**config.mk**
```make
export PLATFORM = sky130hd
export DESIGN_NAME = pipeline_hazard_ctrl
export DESIGN_NICKNAME = d
export VERILOG_FILES = /design/src/rtl/pipeline_hazard_ctrl.sv
export SDC_FILE = /design/constraint.sdc
export NUM_CORES = 1
export LEC_CHECK = 0
export ABC_AREA = 1
export CORE_MARGIN = 1
export CORE_UTILIZATION = 42
export DETAILED_ROUTE_END_ITERATION = 8
export PLACE_DENSITY_LB_ADDON = 0.12
export REMOVE_ABC_BUFFERS = 1
export SLEW_MARGIN = 40
export SYNTH_ARGS = -nofsm -noshare
export SYNTH_HDL_FRONTEND = slang
export SYNTH_SLANG_ARGS = --single-unit
```
**constraint.sdc**
```tcl
create_clock -name CLK -period 2.47 [get_ports CLK]
set_input_delay 0.741 -clock CLK [delete_from_list [all_inputs] [get_ports CLK]]
set_output_delay 0.741 -clock CLK [all_outputs]
set_load 0.05 [all_outputs]
```
**src/rtl/pipeline_hazard_ctrl.sv**
```systemverilog
// pipeline_hazard_ctrl: load-use stall, branch/jump/halt flush arbitration and halt drain
// Optional perf counters (StallCnt/FlushCnt) are built when HAZARD_PERF_CNT_EN is defined.
module pipeline_hazard_ctrl #(
    parameter int STALL_CYCLES = 1,
    parameter int DRAIN_CYCLES = 3
`ifdef HAZARD_PERF_CNT_EN
    , parameter int CNT_W = 32
`endif
) (
    input  logic       CLK,
    input  logic       Reset,
    input  logic [4:0] ID_rs,
    input  logic [4:0] ID_rt,
    input  logic       ID_UsesRt,
    input  logic       EX_MemRead,
    input  logic [4:0] EX_rt,
    input  logic       Branch,
    input  logic       Jump,
    input  logic       Halt,
    output logic       PCWre,
    output logic       IF_ID_Wre,
    output logic       ControlSrc,
    output logic       IF_ID_Flush,
    output logic       ID_EX_Flush,
    output logic       EX_MEM_Flush,
    output logic       Halted
`ifdef HAZARD_PERF_CNT_EN
    , output logic [CNT_W-1:0] StallCnt,
    output logic [CNT_W-1:0] FlushCnt
`endif
);
    typedef enum logic [1:0] {RUN, STALL, DRAIN, HALTED} state_t;

    localparam logic [3:0] STALL_LAST = 4'(STALL_CYCLES - 1);
    localparam logic [3:0] DRAIN_LAST = 4'(DRAIN_CYCLES - 1);

    state_t     state, state_n;
    logic [3:0] cnt, cnt_n;
    logic       lu;

    assign lu = EX_MemRead && EX_rt != 5'd0 &&
                (EX_rt == ID_rs || (ID_UsesRt && EX_rt == ID_rt));

    // Next state and outputs; a taken branch overrides every action except a completed halt
    always_comb begin
        PCWre        = 1'b1;
        IF_ID_Wre    = 1'b1;
        ControlSrc   = 1'b0;
        IF_ID_Flush  = 1'b0;
        ID_EX_Flush  = 1'b0;
        EX_MEM_Flush = 1'b0;
        Halted       = 1'b0;
        state_n      = state;
        cnt_n        = cnt;
        if (Branch && state != HALTED) begin
            IF_ID_Flush  = 1'b1;
            ID_EX_Flush  = 1'b1;
            EX_MEM_Flush = 1'b1;
            state_n      = RUN;
            cnt_n        = 4'd0;
        end else begin
            case (state)
                RUN, STALL: begin
                    if (state == STALL || lu) begin
                        PCWre      = 1'b0;
                        IF_ID_Wre  = 1'b0;
                        ControlSrc = 1'b1;
                        if (state == STALL) begin
                            state_n = (cnt == STALL_LAST) ? RUN : STALL;
                            cnt_n   = (cnt == STALL_LAST) ? 4'd0 : cnt + 4'd1;
                        end else if (STALL_CYCLES > 1) begin
                            state_n = STALL;
                            cnt_n   = 4'd1;
                        end
                    end else if (Jump) begin
                        IF_ID_Flush = 1'b1;
                    end else if (Halt) begin
                        PCWre       = 1'b0;
                        IF_ID_Flush = 1'b1;
                        state_n     = DRAIN;
                        cnt_n       = 4'd0;
                    end
                end
                DRAIN: begin
                    PCWre       = 1'b0;
                    IF_ID_Flush = 1'b1;
                    state_n     = (cnt == DRAIN_LAST) ? HALTED : DRAIN;
                    cnt_n       = (cnt == DRAIN_LAST) ? 4'd0 : cnt + 4'd1;
                end
                default: begin
                    PCWre     = 1'b0;
                    IF_ID_Wre = 1'b0;
                    Halted    = 1'b1;
                end
            endcase
        end
        if (!Reset) begin
            PCWre        = 1'b0;
            IF_ID_Wre    = 1'b0;
            ControlSrc   = 1'b0;
            IF_ID_Flush  = 1'b1;
            ID_EX_Flush  = 1'b1;
            EX_MEM_Flush = 1'b1;
            Halted       = 1'b0;
        end
    end

    // State and sequencing counter register
    always_ff @(posedge CLK) begin
        if (!Reset) begin
            state <= RUN;
            cnt   <= 4'd0;
        end else begin
            state <= state_n;
            cnt   <= cnt_n;
        end
    end

`ifdef HAZARD_PERF_CNT_EN
    logic flush_evt;

    assign flush_evt = state != HALTED && (Branch || (state == RUN && !lu && Jump));

    // Bubble and branch/jump flush counters, frozen once halted
    always_ff @(posedge CLK) begin
        if (!Reset) begin
            StallCnt <= '0;
            FlushCnt <= '0;
        end else if (state != HALTED) begin
            StallCnt <= StallCnt + CNT_W'(ControlSrc);
            FlushCnt <= FlushCnt + CNT_W'(flush_evt);
        end
    end
`endif
endmodule

```
==> reports/summary.txt <==
Row cnt -> 14
RSZ-0062 raised after global routing -> true
Top delay family on crit path -> buffers and inverters
# Max-Cap Violations -> 0
End-of-flow core utilization -> 78.65%
Final Max Tran Viols -> 0
Chip height -> 43.43 µm
Outcome -> complete, but fails checks
Syn_area_per_cell -> 5.419 µm²
Clock edge transition at the registers on the reported setup and hold paths -> 0.05 ns
DR iter-0 viols -> 20
Kind of critical path -> in -> out
Netlist Area Pre-Place -> 720.7 µm²
Synthesis Warnings -> 0
DR WL/cell -> 10.22 µm
CP Buf/Inv Count -> 3
Peak supply drop -> 0.2193 mV
Most instantiated cells after synthesis -> nand2_1, inv_1, nor2_1
Initial antenna violation count -> 0
Cell count after synthesis -> 133
Clock sink count -> 6
TritonCTS clock tree -> yes
Final setup margin -> -0.1118 ns
Area of the multi-input gates -> 546.8 µm²
Hold-fix buffers at CTS -> 0
Violated checks -> DRC, setup timing
FF+latch count, synth -> 6
Part of the cycle the worst path needs -> 104.5%
Initial Util -> 46.23%
Max Root-Sink Buffers -> 2
Vias per cell -> 4.973
Core area -> 1559 µm²
Die area -> 1886 µm²
Layout cell share with drive strength beyond 1 -> 37.28%
# IOs -> 29
Critical Path End Type -> primary output
Arrival time worst endpoint -> 1.84 ns
Pwr Density -> 279.1 nW/µm²
Cell repeated most along the worst path -> nand2_2
Post-synth cell types -> 18
Total wire length -> 1890 µm
GPL Wtd Cong -> 0.8812
Fill cell count -> 130
Min-Delay Path Class -> reg -> reg
Hold slack -> 0.4846 ns
Register area -> 120.1 µm²
Achievable Freq -> 387.3 MHz
Req. time, crit path -> 1.73 ns
Synth top area cells -> nand2_1, dfxtp_1, inv_1
Main flop type after synthesis -> dfxtp_1
Critical path fanouts, max -> 4
Most frequent cell after synthesis -> nand2_1
Worst Setup SP -> Branch
Leading area contributor after synthesis -> nand2_1
Total power -> 342.3 µW
HPWL Detailed -> 1413 µm
Final hold vios -> 0
DRC Markers -> 4
Slew HR -> 74.23%
Leak -> 0.6099 nW
Crit-path slowest cell -> clkdlybuf4s50_1
Layout net count -> 196
Worst path max stage delay -> 0.42 ns
Number of flops mapped to enable cells by yosys -> 0
Vias in the first global route -> 817
Total Routing Usage GR -> 21.31%
Fin Clk Skew -> 0.004333 ns
TritonRoute pass-1 iters -> 6
RR Startpoint -> cnt[0]
Via Count -> 920
Detail Route Antenna Nets -> 0
Fraction of registers with async set/reset -> 0%
Hold Path Origin -> cnt[3]
Clock Latency Late Sink -> 0.24 ns
Largest net degree at the start of global routing -> 9
Yosys top cell area share -> 23.44%
First-pass GRT wire length -> 3146 µm
Setup TNS -> -0.3980 ns
Remaining global-route overflow -> 0
H-tree Lvls -> 1
Seq/Total Area, Yosys -> 16.67%
Min Tclk post-route -> 2.582 ns
Port bufs -> 28
Num CTS Buffers -> 3
Setup violations, final -> 7
Root Driver -> clkbuf_4
Worst-margin pin slew -> 0.3851 ns
Area grow syn2layout -> 70.14%
Crit-path cells -> clkdlybuf4s50_1, nand2_2, nand2_2, nor3b_2, buf_4, buf_12
# diodes -> 0
Critical Path Source Type -> input port
Chip width -> 43.43 µm
[layer usage]
metal	share of wire [%]	track usage, %
met1	41	25.13
met2	53	39.39
met3	5.1	2.917
met4	0	6.875
met5	0	0
[state kept, by name (all words and copies together) (netlist names)]
| register | cells |
|---|---|
| cnt | 4 |
| state | 2 |
[final timing paths]
kind | depth (start not counted) | to | slack, ns
hold / removal | 2 | cnt[3] | 0.48
setup / recovery | 6 | ControlSrc | -0.11
hold reg to reg | 2 | cnt[3] | 0.48
setup reg to reg | 9 | cnt[0] | 1.05
[report_power, final]
group,switching (mW),internal [mW],leakage [nW]
logic,0.0777,0.0770,0.548
registers,0.00125,0.0980,0.0484
clock network,0.0335,0.0548,0.0138
[stage by stage]
step | area, µm² | setup WS (ns) | std cells
CTS | 1144 | -0.1724 | 184
global placement | 1114 | -0.5789 | 180
detailed placement | 1114 | -0.6246 | 180
floorplan | 713.2 | -1.180 | 132
global route | 1226 | -0.2517 | 185
finish | 1226 | -0.1118 | 185
[logic make-up (layout without fill, tap and decap cells)]
kind of cell / Yosys count / in the layout / share of synthesized area (%)
fa+ha+maj: 3 / 3 / 5.209
compound gates: 12 / 12 / 9.548
xor+xnor: 3 / 3 / 3.646
flops: 6 / 6 / 16.67
buf+inv: 29 / 65 / 15.63
simple gates: 80 / 80 / 49.30
[cell type report]
cell class / instances / share of cell area, %
Timing Repair Buffer: 34 / 32.75
Sequential cell: 6 / 9.796
Inverter: 28 / 9.388
Clock buffer: 3 / 1.837
Multi-Input combinational cell: 98 / 44.59
Tap cell: 16 / 1.633
[timing repair]
action / CTS / global route
gates resized for setup: 81 / 28
pin swaps: 22 / 20
setup buffers: 1 / 1
setup endpoints to repair: 6 / 6
[worst reg2reg max path: cells and delay by family (launching register included)]
kind | cells | cell delay [ns]
fa+ha+maj | 1 | 0.21
simple gates | 5 | 0.42
buf+inv | 2 | 0.19
compound gates | 1 | 0.12
flops | 1 | 0.41
[cells in the final DEF, fill, tap and decap left out, drive strengths merged]
cell	synthesis	routed
clkbuf	0	4
nor3b	2	2
buf	1	27
nor2	14	14
inv	28	28
o21ai	3	3
dfxtp	6	6
nand3	12	12
a21boi	1	1
ha	3	3
xnor2	1	1
nand2	50	50
a21oi	6	6
clkdlybuf4s50	0	4
xor2	2	2
clkdlybuf4s15	0	1
a31oi	2	2
dlygate4sd2	0	1
nand4	2	2
Note: power is estimated with default switching activity, not from simulation.
